===== config.mk =====
export PLATFORM = sky130hd
export DESIGN_NAME = pipe_stage_flat
export DESIGN_NICKNAME = d
export VERILOG_FILES = /design/src/rtl/pipe_stage_pkg.sv /design/src/rtl/pipe_stage_if.sv /design/src/rtl/pipe_stage_entry.sv /design/src/rtl/pipe_stage.sv /design/src/flat_wrapper.sv
export SDC_FILE = /design/constraint.sdc
export NUM_CORES = 1
export LEC_CHECK = 0
export ABC_AREA = 1
export BUFFER_PORTS_ARGS = -buffer_cell sky130_fd_sc_hd__buf_2
export CORE_UTILIZATION = 31
export DETAILED_ROUTE_END_ITERATION = 8
export PLACE_DENSITY_LB_ADDON = 0.15
export RECOVER_POWER = 100
export SLEW_MARGIN = 20
export SYNTH_ARGS = -nofsm -noshare
export SYNTH_HDL_FRONTEND = slang
export SYNTH_SLANG_ARGS = --single-unit
export TNS_END_PERCENT = 30

===== constraint.sdc =====
create_clock -name clk -period 1.9 [get_ports clk]
set_clock_uncertainty 0.05 [all_clocks]
set_input_delay 0.095 -clock clk [delete_from_list [all_inputs] [get_ports clk]]
set_output_delay 0.095 -clock clk [all_outputs]
set_load 0.02 [all_outputs]

===== src/rtl/pipe_stage_pkg.sv =====
// Shared widths and per-stage control-bit layouts; stages pack these structs into in_ctrl.
package pipe_stage_pkg;

  localparam int unsigned PIPE_DATA_W = 16;
  localparam int unsigned PIPE_CTRL_W = 16;
  localparam int unsigned PIPE_CNT_W  = 16;

  typedef struct packed {
    logic       regwrite;
    logic       mem_read;
    logic       mem_write;
    logic [3:0] alu_op;
    logic       alu_src;
    logic       halt;
    logic [6:0] rsvd;
  } id_ex_ctrl_t;

  typedef struct packed {
    logic        regwrite;
    logic        mem_read;
    logic        mem_write;
    logic        halt;
    logic [11:0] rsvd;
  } ex_mem_ctrl_t;

  typedef struct packed {
    logic        regwrite;
    logic        mem_to_reg;
    logic        halt;
    logic [12:0] rsvd;
  } mem_wb_ctrl_t;

endpackage


===== src/rtl/pipe_stage_if.sv =====
// One valid/ready channel carrying a split data/control payload between pipeline stages.
interface pipe_stage_if #(
  parameter int unsigned DATA_W = 16,
  parameter int unsigned CTRL_W = 16
);
  logic              valid;
  logic              ready;
  logic [DATA_W-1:0] data;
  logic [CTRL_W-1:0] ctrl;

  modport master (output valid, output data, output ctrl, input ready);
  modport slave  (input valid, input data, input ctrl, output ready);
endinterface


===== src/rtl/pipe_stage_entry.sv =====
// Single payload slot: valid + control + data; control is zeroed whenever the slot goes empty.
module pipe_stage_entry #(
  parameter int unsigned DATA_W = 16,
  parameter int unsigned CTRL_W = 16
) (
  input  logic              clk,
  input  logic              reset_n,
  input  logic              i_load,
  input  logic              i_clr,
  input  logic              i_valid,
  input  logic [DATA_W-1:0] i_data,
  input  logic [CTRL_W-1:0] i_ctrl,
  output logic              o_valid,
  output logic [DATA_W-1:0] o_data,
  output logic [CTRL_W-1:0] o_ctrl
);
  logic              r_valid;
  logic [DATA_W-1:0] r_data;
  logic [CTRL_W-1:0] r_ctrl;

  // Data is only written by a real beat so a bubble keeps the stale value.
  always_ff @(posedge clk or negedge reset_n) begin
    if (!reset_n) begin
      r_valid <= 1'b0;
      r_data  <= '0;
      r_ctrl  <= '0;
    end else if (i_clr) begin
      r_valid <= 1'b0;
      r_ctrl  <= '0;
    end else if (i_load) begin
      r_valid <= i_valid;
      r_ctrl  <= i_valid ? i_ctrl : '0;
      if (i_valid) r_data <= i_data;
    end
  end

  assign o_valid = r_valid;
  assign o_data  = r_data;
  assign o_ctrl  = r_ctrl;
endmodule


===== src/rtl/pipe_stage.sv =====
// Pipeline stage register with valid/ready handshake, optional skid slot, flush and stall counter.
module pipe_stage
  import pipe_stage_pkg::*;
#(
  parameter int unsigned DATA_W  = PIPE_DATA_W,
  parameter int unsigned CTRL_W  = PIPE_CTRL_W,
  parameter bit          SKID_EN = 1'b1,
  parameter int unsigned CNT_W   = PIPE_CNT_W
) (
  input  logic             clk,
  input  logic             reset_n,
  pipe_stage_if.slave      in_if,
  pipe_stage_if.master     out_if,
  input  logic             flush,
  input  logic             cnt_clr,
  output logic [CNT_W-1:0] stall_cnt,
  output logic [1:0]       occupancy
);
  logic              w_main_v;
  logic              w_skid_v;
  logic              w_in_ready;
  logic              w_push;
  logic              w_pop;
  logic              w_main_load;
  logic              w_main_in_v;
  logic [DATA_W-1:0] w_main_in_d;
  logic [CTRL_W-1:0] w_main_in_c;
  logic [DATA_W-1:0] w_main_d;
  logic [CTRL_W-1:0] w_main_c;
  logic [CNT_W-1:0]  r_stall_cnt;

  assign w_push      = in_if.valid & w_in_ready;
  assign w_pop       = w_main_v & out_if.ready;
  assign w_main_load = !w_main_v | w_pop;

  generate
    if (SKID_EN) begin : g_skid
      logic              w_skid_load;
      logic [DATA_W-1:0] w_skid_d;
      logic [CTRL_W-1:0] w_skid_c;

      // Skid catches a beat only when main is stuck, and drains into main before newer beats.
      assign w_skid_load = (w_main_v & !w_pop & w_push) | (w_pop & w_skid_v);

      pipe_stage_entry #(.DATA_W(DATA_W), .CTRL_W(CTRL_W)) u_skid (
        .clk     (clk),
        .reset_n (reset_n),
        .i_load  (w_skid_load),
        .i_clr   (flush),
        .i_valid (w_push),
        .i_data  (in_if.data),
        .i_ctrl  (in_if.ctrl),
        .o_valid (w_skid_v),
        .o_data  (w_skid_d),
        .o_ctrl  (w_skid_c)
      );

      assign w_in_ready  = !w_skid_v;
      assign w_main_in_v = w_skid_v | w_push;
      assign w_main_in_d = w_skid_v ? w_skid_d : in_if.data;
      assign w_main_in_c = w_skid_v ? w_skid_c : in_if.ctrl;
    end else begin : g_single
      assign w_skid_v    = 1'b0;
      assign w_in_ready  = !w_main_v | out_if.ready;
      assign w_main_in_v = w_push;
      assign w_main_in_d = in_if.data;
      assign w_main_in_c = in_if.ctrl;
    end
  endgenerate

  pipe_stage_entry #(.DATA_W(DATA_W), .CTRL_W(CTRL_W)) u_main (
    .clk     (clk),
    .reset_n (reset_n),
    .i_load  (w_main_load),
    .i_clr   (flush),
    .i_valid (w_main_in_v),
    .i_data  (w_main_in_d),
    .i_ctrl  (w_main_in_c),
    .o_valid (w_main_v),
    .o_data  (w_main_d),
    .o_ctrl  (w_main_c)
  );

  always_ff @(posedge clk or negedge reset_n) begin
    if (!reset_n) begin
      r_stall_cnt <= '0;
    end else if (cnt_clr) begin
      r_stall_cnt <= '0;
    end else if (w_main_v && !out_if.ready && (r_stall_cnt != '1)) begin
      r_stall_cnt <= r_stall_cnt + 1'b1;
    end
  end

  assign in_if.ready  = w_in_ready;
  assign out_if.valid = w_main_v;
  assign out_if.data  = w_main_d;
  assign out_if.ctrl  = w_main_v ? w_main_c : '0;
  assign stall_cnt    = r_stall_cnt;
  assign occupancy    = {1'b0, w_main_v} + {1'b0, w_skid_v};

  a_out_hold: assert property (@(posedge clk) disable iff (!reset_n)
    (out_if.valid && !out_if.ready && !flush) |=>
      (out_if.valid && $stable(out_if.data) && $stable(out_if.ctrl)));

  a_in_hold: assert property (@(posedge clk) disable iff (!reset_n)
    (in_if.valid && !in_if.ready && !flush) |=>
      (in_if.valid && $stable(in_if.data) && $stable(in_if.ctrl)));

  a_occ_max: assert property (@(posedge clk) disable iff (!reset_n) occupancy <= 2'd2);
endmodule


===== src/flat_wrapper.sv =====
// flat-port wrapper written by rule: the top's interface ports become plain ports
module pipe_stage_flat import pipe_stage_pkg::*;
#(
  parameter int unsigned DATA_W  = PIPE_DATA_W,
  parameter int unsigned CTRL_W  = PIPE_CTRL_W,
  parameter bit          SKID_EN = 1'b1,
  parameter int unsigned CNT_W   = PIPE_CNT_W
)
  (clk, reset_n, flush, cnt_clr, stall_cnt, occupancy, in_if_valid, in_if_data, in_if_ctrl, in_if_ready, out_if_valid, out_if_data, out_if_ctrl, out_if_ready);
  pipe_stage_if #(.DATA_W(DATA_W), .CTRL_W(CTRL_W)) in_if_i ();
  pipe_stage_if #(.DATA_W(DATA_W), .CTRL_W(CTRL_W)) out_if_i ();
  input  logic clk;
  input  logic reset_n;
  input  logic flush;
  input  logic cnt_clr;
  output logic [CNT_W-1:0] stall_cnt;
  output logic [1:0] occupancy;
  input wire logic [$bits(in_if_i.valid)-1:0] in_if_valid;
  input wire logic [$bits(in_if_i.data)-1:0] in_if_data;
  input wire logic [$bits(in_if_i.ctrl)-1:0] in_if_ctrl;
  output wire logic [$bits(in_if_i.ready)-1:0] in_if_ready;
  output wire logic [$bits(out_if_i.valid)-1:0] out_if_valid;
  output wire logic [$bits(out_if_i.data)-1:0] out_if_data;
  output wire logic [$bits(out_if_i.ctrl)-1:0] out_if_ctrl;
  input wire logic [$bits(out_if_i.ready)-1:0] out_if_ready;
  assign in_if_i.valid = in_if_valid;
  assign in_if_i.data = in_if_data;
  assign in_if_i.ctrl = in_if_ctrl;
  assign in_if_ready = in_if_i.ready;
  assign out_if_valid = out_if_i.valid;
  assign out_if_data = out_if_i.data;
  assign out_if_ctrl = out_if_i.ctrl;
  assign out_if_i.ready = out_if_ready;
  pipe_stage #(.DATA_W(DATA_W), .CTRL_W(CTRL_W), .SKID_EN(SKID_EN), .CNT_W(CNT_W)) u_core (.clk(clk), .reset_n(reset_n), .in_if(in_if_i), .out_if(out_if_i), .flush(flush), .cnt_clr(cnt_clr), .stall_cnt(stall_cnt), .occupancy(occupancy));
endmodule

* After elaboration in Yosys (flattened, before gate mapping) *
Index checks and enable logic that the tools add are counted.

word-level totals
  bits in registers = 82
  bits of input ports = 38
  word-level logic and storage cells = 45
  output and inout port bits = 52

cells by class
  multiplexer cells = 15
  $add $sub $neg = 2
  equal/unequal tests = 1
  reduce and logical (&&, ||, !) cells = 11
  bitwise gates (word level) = 9

operator list
  kind                     number
  $mux W16                 11
  $add A16 B1 Y16 const B  1
  $ne A16 B16 Y1 const B   1
  $reduce_and A3 Y1        2
  $reduce_bool A2 Y1       3
  $and A1 B1 Y1            5
  $logic_not A1 Y1         4
  $mux W1                  4
  $or A1 B1 Y1             3
  $add A1 B1 Y2            1
  $logic_and A1 B1 Y1      2
  $not A1 Y1               1

* Logic depth before layout (Yosys ltp) *
Gate-level depths: netlist of the first run.

  word-level depth = 7
  depth in mapped cells = 10
  mapped depth without buffers = 9

* Modules after synthesis *
A second synthesis of the first run with hierarchy kept.

second synthesis, totals
  cells, all modules = 593
  area total of the unflattened synthesis = 4520.6 µm²

by module, submodules not included
  module            sequential area each (µm²)  area an instance (µm²)  instances  cells an instance
  pipe_stage_entry  825.8                       1416.4                  2          147
  pipe_stage        400.4                       1687.9                  1          299

* Worst setup path after synthesis of the first run *
OpenSTA, ideal clock, no wires.

  path kind = register -> register
  from = register u_core.r_stall_cnt[1] (netlist: u_core.stall_cnt[1])
  to = register u_core.r_stall_cnt[12] (netlist: u_core.stall_cnt[12])
  arrival time = 1578 ps
  stages on the path, launching flop included = 11
  library setup time = 65 ps
  setup slack = 207 ps
  clock period less this slack = 1693 ps
  cell sequence = dfrtp_1 > ha_1 > nand2_1 > nor2_2 > nand2_2 > nor2_4 > o21ai_4 > inv_4 > buf_6 > nand2_1 > nand2_1

between the ends
  word-level cells in the longest chain between the ends = 3
  elaborated cells between the ends (all ways) = 6
  those cells by class = add/sub (1); eq/ne (1); mux (2); reduce/logical (2)

RTL lines
  item                                                      RTL line                            source
  from (decl)                                               pipe_stage.sv:30                    logic [CNT_W-1:0] r_stall_cnt;
  from (signal assigned)                                    pipe_stage.sv:90                    r_stall_cnt <= r_stall_cnt + 1'b1;
  $add A16 B1 Y16 / $ne A16 B16 Y1 (equally long branches)  pipe_stage.sv:90, pipe_stage.sv:89
  $mux W16 / $logic_and A1 B1 Y1 (equally long branches)    pipe_stage.sv:89                    end else if (w_main_v && !out_if.ready && (r_stall_cnt != '1)) begin
  $mux W16 / $reduce_bool A2 Y1 (equally long branches)     n/a

Parallel ways exist; a longest one is shown, timed or not. The select of a mux whose other input is x is not followed.
A chain may end at the register's enable or synchronous reset.

* Final worst setup path of the first run *
  from = register u_core.g_skid.u_skid.r_valid (netlist: u_core.g_skid.u_skid.o_valid)
  to = output port in_if_ready

between the ends
  word-level cells in the longest chain between the ends = 1

RTL lines
  item                    RTL line                source
  from (decl)             pipe_stage_entry.sv:17  logic r_valid;
  from (signal assigned)  pipe_stage_entry.sv:31  r_valid <= i_valid;
  $logic_not A1 Y1        pipe_stage.sv:58        assign w_in_ready = !w_skid_v;
  to (decl)               flat_wrapper.sv:21      output wire logic [$bits(in_if_i.ready)-1:0] in_if_ready;

Every way passes these cells.

==> flow_summary.toml, run 1 <==
[timing]
fin_crit_ns = 1.779
slew_headroom = 0.2234
period_share = 0.9361
worst_pin_slew_ns = 1.165
hold_viol = 0
setup_viol = 0
slew_viol_final = 0
fin_setup_tns_ns = 0
max_freq_mhz = 562.2
rsz0062_at_grt = "no"

[synthesis]
synth-warning-count = 0
synth_fp_nets = 529
netlist.top_cell.by_area = "dfrtp_1"
syn_avg_cell_area_um2 = 8.183
synth_top_cell_area_share = 0.5128
syn_area_mm2 = 0.004001
netlist_instances = 489
yosys_register_bits = 82
synthTopCellsByArea = "dfrtp_1 (51%), nand2_1 (11%), o21ai_0 (8.5%), inv_1 (7.1%), nand3_1 (4.4%)"
synthDistinctLibCells = 28
ys_seq_area_frac = 0.5128

[clock_tree]
cts_resized = 0
clock-sinks = 82
cts_setup_buffers = 0
insertion_delay_ns = 0.34
clk_path_buf_depth = 2
cts_tree = "yes"
cts_buffers = 9
cts_max_level = 3
clk_pin_slew_ns = 0.06
root_buffer = "clkbuf_16"

[pwr]
power_switching_w = 0.001349
p_sw_frac = 0.2784
p_leak_nw = 2.610
p_per_area_mw_per_mm2 = 919.1
p_clk_frac = 0.405
ir_drop_v = 0.0005434
p_seq_frac = 0.428
p_int_w = 0.003497
combPwrFrac = 0.167

[drt]
drt-vias-per-instance = 4.533
vias = 3590
drt-total-wl_mm = 10.36
drtIter0Drc = 160
post_drt_wl_per_cell_um = 13.08
remaining_drc_errors = 0
drt_pass1_iterations = 4
ant_nets = 0

[placed_design]
place_congestion = 0.8042
dpl_cell_area_mm2 = 0.004683
hpwl_mm = 6.842
port_buffers = 89

[finish]
antennaDiodeCount = 0
final_layout_size_suffix_gt1_frac = 0.1306
area_growth_pct = 31.77
fin_area_mm2 = 0.005273
most-common-layout-cells = "nand2_1 (118), dfrtp_1 (82), inv_1 (77)"
final_nets = 655
final_common_cell = "nand2_1"

[setup_path]
reg2reg_depth = 9
cp_slowest_cell = "dfrtp_1"
path_max_fanout = 34
r2r-end = "u_core.stall_cnt[7]$_DFFE_PN0P_"
cp_cell_sequence = "buf_4, clkinv_1, buf_4, buf_2"
r2r-start = "u_core.stall_cnt[1]$_DFFE_PN0P_"
start_kind = "flip-flop"
reg2reg_slack_ns = 0.18
cp.required_ns = 1.75
critPathKind = "reg -> out"
critPathTopFamily = "buffers and inverters"
cp-end-kind = "primary output"
worst-path-buf-inv = 4
arrival_ns = 1.63
path_common_cell = "buf_4"
max_stage_delay_ns = 0.46

[worst_hold_path]
hold_path_end = "u_core.stall_cnt[8]$_DFFE_PN0P_"
hold_depth = 4
hp-class = "in -> reg"
hp-start = "cnt_clr"

[die]
rows = 41
die_w_um = 115.6
dieArea_mm2 = 0.01337
core_area_mm2 = 0.01262
die_h_um = 115.6
boundaryPins = 90
initial_utilization = 0.3171

[grt]
antenna_found_initial = 0
grt_pass1_vias = 3329
overflow = 0
grt_max_degree = 45
grt_usage = 0.1633
grt_pass1_wl_mm = 16.74

[flow_run]
drv_cap = 0

[status]
status = "complete, no violations"
[layout make-up]
type,count,area (µm²)
clock buffers,12,266.5
clock inverters,4,72.57
fillers,1329,7347
inverters,81,306.5
multi-input cells,303,1506
flip-flops and latches,82,2052
well taps,172,215.2
repair buffers,138,853.3
[worst min-delay path, delay by kind of cell]
| kind | cells | cell delay (ns) |
|---|---|---|
| buffers and inverters | 1 | 0.17 |
| AND/OR/NAND/NOR | 3 | 0.18 |
[Yosys cell counts, drive strengths merged]
master,n
xor2,4
a21oi,6
clkinv,1
nand3,37
nor2,26
clkbuf,10
a22oi,16
nand4,8
o21ai,69
ha,2
dfrtp,82
o211ai,1
nand2,118
inv,80
o22ai,16
buf,13
[power by group through the flow]
stage	clock network (W)	logic [W]	registers (W)
finish	0.00196	0.000808	0.00208
CTS	0.00203	0.000857	0.00207
detailed placement	0	0.000802	0.00210
floorplan	0	0.000393	0.00219
global placement	0	0.000792	0.00210
global route	0.00209	0.000910	0.00210
[registers in the layout, indices dropped and copies added, names as in the netlist]
signal	cells
u_core.u_main.o_ctrl	16
u_core.g_skid.u_skid.o_ctrl	16
u_core.g_skid.u_skid.o_valid	1
u_core.stall_cnt	16
u_core.u_main.o_data	16
u_core.u_main.o_valid	1
u_core.g_skid.u_skid.o_data	16
[metal layers]
layer / vias up / track usage / routed length [µm]
li1: 1832 / - / -
met1: 1648 / 0.2203 / 5143
met2: 95 / 0.2487 / 4465
met3: 15 / 0.04759 / 576
met4: 0 / 0.06068 / 171
met5: - / 0 / 0
[per-stage QoR]
| step | setup slack (ns) | hold slack [ns] | power (W) | util | cells |
|---|---|---|---|---|---|
| finish | 0.1213 | 0.08804 | 0.004846 | 0.4178 | 792 |
| CTS | 0.08823 | 0.06472 | 0.004958 | 0.4249 | 792 |
| global placement | 0.2666 | 0.09400 | 0.002888 | 0.3711 | 742 |
| global route | 0.004761 | 0.1067 | 0.005101 | 0.4178 | 792 |
| detailed placement | 0.2374 | 0.09588 | 0.002903 | 0.3711 | 742 |
| floorplan | 0.2070 | -0.2506 | 0.002578 | - | 489 |
[repair_timing]
item | CTS | global route
hold endpoints to repair | 75 | 0
endpoints found under the setup margin | 0 | 0
hold buffers | 34 | 0
[worst max path at each step]
| stage | end | startpoint | slack (ns) | cells after the start |
|---|---|---|---|---|
| 4_1_cts | in_if_ready | u_core.g_skid.u_skid.o_valid$_DFFE_PN0P_ | 0.09 | 4 |
| 6_report | in_if_ready | u_core.g_skid.u_skid.o_valid$_DFFE_PN0P_ | 0.12 | 4 |
| 3_3_place_gp | u_core.stall_cnt[2]$_DFFE_PN0P_ | u_core.stall_cnt[0]$_DFFE_PN0P_ | 0.27 | 8 |
| 2_1_floorplan | u_core.stall_cnt[12]$_DFFE_PN0P_ | u_core.stall_cnt[1]$_DFFE_PN0P_ | 0.21 | 10 |
| 3_5_place_dp | u_core.stall_cnt[15]$_DFFE_PN0P_ | u_core.stall_cnt[0]$_DFFE_PN0P_ | 0.24 | 8 |
| 5_1_grt | u_core.stall_cnt[2]$_DFFE_PN0P_ | u_core.stall_cnt[0]$_DFFE_PN0P_ | 0.005 | 8 |
[cell families after synthesis]
logic type                 synth area share
buffers and inverters                0.1094
AOI/OAI and AO/OA                    0.1535
xor gates and xnor gates           0.008755
adders and majority gates          0.006253
DFF                                  0.5128
and+or+nand+nor                      0.2092
Power figures use the tool's default switching activity.
==> run 2: changes to the inputs <==
Settings changed: MAX_ROUTING_LAYER set to met4.
==> run 2 against run 1 <==
  * Clock power is essentially flat
  * Sequential power about the same
  * Total power hardly changed
  * Count of clock-buffer cells in the layout unchanged
  * Largest cell class unchanged
  * Utilization is the same
  * Non-clock buffer count unchanged
  * Maximum frequency fell by 0.20%
==> flow_summary.toml, run 2 (synthesis results as in run 1) <==
[status]
status = "complete, no violations"

[setup_path]
cp_cell_sequence = "buf_4, clkinv_1, buf_4, buf_2"
arrival_ns = 1.64
max_stage_delay_ns = 0.46
r2r-end = "u_core.stall_cnt[7]$_DFFE_PN0P_"
worst-path-buf-inv = 4
reg2reg_slack_ns = 0.19
critPathTopFamily = "buffers and inverters"
path_max_fanout = 34
endpoint = "in_if_ready"
path_common_cell = "buf_4"
start_kind = "flip-flop"
path_depth = 4
r2r-start = "u_core.stall_cnt[1]$_DFFE_PN0P_"
cp.required_ns = 1.75
cp_slowest_cell = "dfrtp_1"
reg2reg_depth = 9
critPathKind = "reg -> out"
crit_path_start = "u_core.g_skid.u_skid.o_valid$_DFFE_PN0P_"
cp-end-kind = "primary output"

[timing]
hold_viol = 0
slew_headroom = 0.2189
fin_crit_ns = 1.782
slew_viol_final = 0
setup_slack_ns = 0.1177
timing.hold.ws_ns = 0.08892
period_share = 0.9380
worst_pin_slew_ns = 1.172
setup_viol = 0
max_freq_mhz = 561.1
rsz0062_at_grt = "no"
fin_setup_tns_ns = 0

[clock_tree]
insertion_delay_ns = 0.34
cts_max_level = 3
clk_path_buf_depth = 2
cts_resized = 0
root_buffer = "clkbuf_16"
clk_pin_slew_ns = 0.06
cts_tree = "yes"
clock-sinks = 82
cts_buffers = 9

[pwr]
p_total_w = 0.004841
combPwrFrac = 0.167
p_sw_frac = 0.2777
p_per_area_mw_per_mm2 = 918.2
p_seq_frac = 0.429
power_switching_w = 0.001345
ir_drop_v = 0.0005453
p_clk_frac = 0.405
p_int_w = 0.003497
p_leak_nw = 2.610

[grt]
grt_usage = 0.1682
grt_max_degree = 45
grt_pass1_vias = 3344
grt_pass1_wl_mm = 16.71
antenna_found_initial = 0
overflow = 0

[drt]
drt-total-wl_mm = 10.32
ant_nets = 0
met3_length_um = 489
drt-vias-per-instance = 4.557
vias = 3609
drtIter0Drc = 160
wl_met1_mm = 5.175
wl_met2_mm = 4.484
post_drt_wl_per_cell_um = 13.03
routed.top_layer = "met4"
drt_pass1_iterations = 4
remaining_drc_errors = 0

[finish]
final_common_cell = "nand2_1"
final_nets = 655
antennaDiodeCount = 0
area_growth_pct = 31.77
most-common-layout-cells = "nand2_1 (118), dfrtp_1 (82), inv_1 (77)"
fin_area_mm2 = 0.005273
final_layout_size_suffix_gt1_frac = 0.1306

[worst_hold_path]
hold_depth = 4
hp-class = "in -> reg"

[die]
die_w_um = 115.6
dieArea_mm2 = 0.01337
core_area_mm2 = 0.01262
initial_utilization = 0.3171
boundaryPins = 90
die_h_um = 115.6
rows = 41

[placed_design]
port_buffers = 89
hpwl_mm = 6.842
dpl_cell_area_mm2 = 0.004683
place_congestion = 0.8159
place_ws_ns = 0.2374

[flow_run]
drv_cap = 0
==> run 2: cell counts in the layout (fill, tap and decap cells not counted) <==
No cell type changed its count.
==> run 2: worst min-delay path: stages <==
cell     delay, ns
buf_2         0.17
nor2_1        0.07
nand2_1       0.06
nand2_1       0.05
==> run 2: layout make-up <==
class                   count  area (µm²)
fillers                  1329        7347
flip-flops and latches     82        2052
multi-input cells         303        1506
repair buffers            138       853.3
inverters                  81       306.5
clock buffers              12       266.5
well taps                 172       215.2
clock inverters             4       72.57
==> run 2: metal layers <==
| layer | up-vias | GRT usage |
|---|---|---|
| li1 | 1831 | - |
| met5 | - | - |
| met2 | 96 | 0.2491 |
| met3 | 17 | 0.04446 |
| met1 | 1665 | 0.2213 |
| met4 | 0 | 0.06068 |
==> run 2: repair_timing <==
item                      in CTS  in global routing
setup buffers                  0                  0
hold endpoints to repair      75                  0
hold buffers                  34                  0
==> run 2: worst min-delay path by stage <==
| stage | startpoint | endpoint | slack, ns |
|---|---|---|---|
| global route | cnt_clr | u_core.stall_cnt[8]$_DFFE_PN0P_ | 0.11 |
| floorplan | reset_n | u_core.g_skid.u_skid.o_ctrl[0]$_DFFE_PN0P_ | -0.25 |
| global placement | reset_n | u_core.stall_cnt[13]$_DFFE_PN0P_ | 0.09 |
| CTS | cnt_clr | u_core.stall_cnt[8]$_DFFE_PN0P_ | 0.06 |
| finish | cnt_clr | u_core.stall_cnt[8]$_DFFE_PN0P_ | 0.09 |
| detailed placement | reset_n | u_core.stall_cnt[12]$_DFFE_PN0P_ | 0.1 |
==> run 2: power by group through the flow <==
stage | Combinational, W | Sequential (W) | Clock [W]
finish | 0.000807 | 0.00208 | 0.00196
global route | 0.000910 | 0.00210 | 0.00209
detailed placement | 0.000802 | 0.00210 | 0
floorplan | 0.000393 | 0.00219 | 0
CTS | 0.000857 | 0.00207 | 0.00203
global placement | 0.000792 | 0.00210 | 0
==> run 2: metrics by stage <==
step	instances	utilization
after detailed placement	742	0.3711
after global placement	742	0.3711
after floorplan	489	-
after global routing	792	0.4178
final	792	0.4178
after CTS	792	0.4249
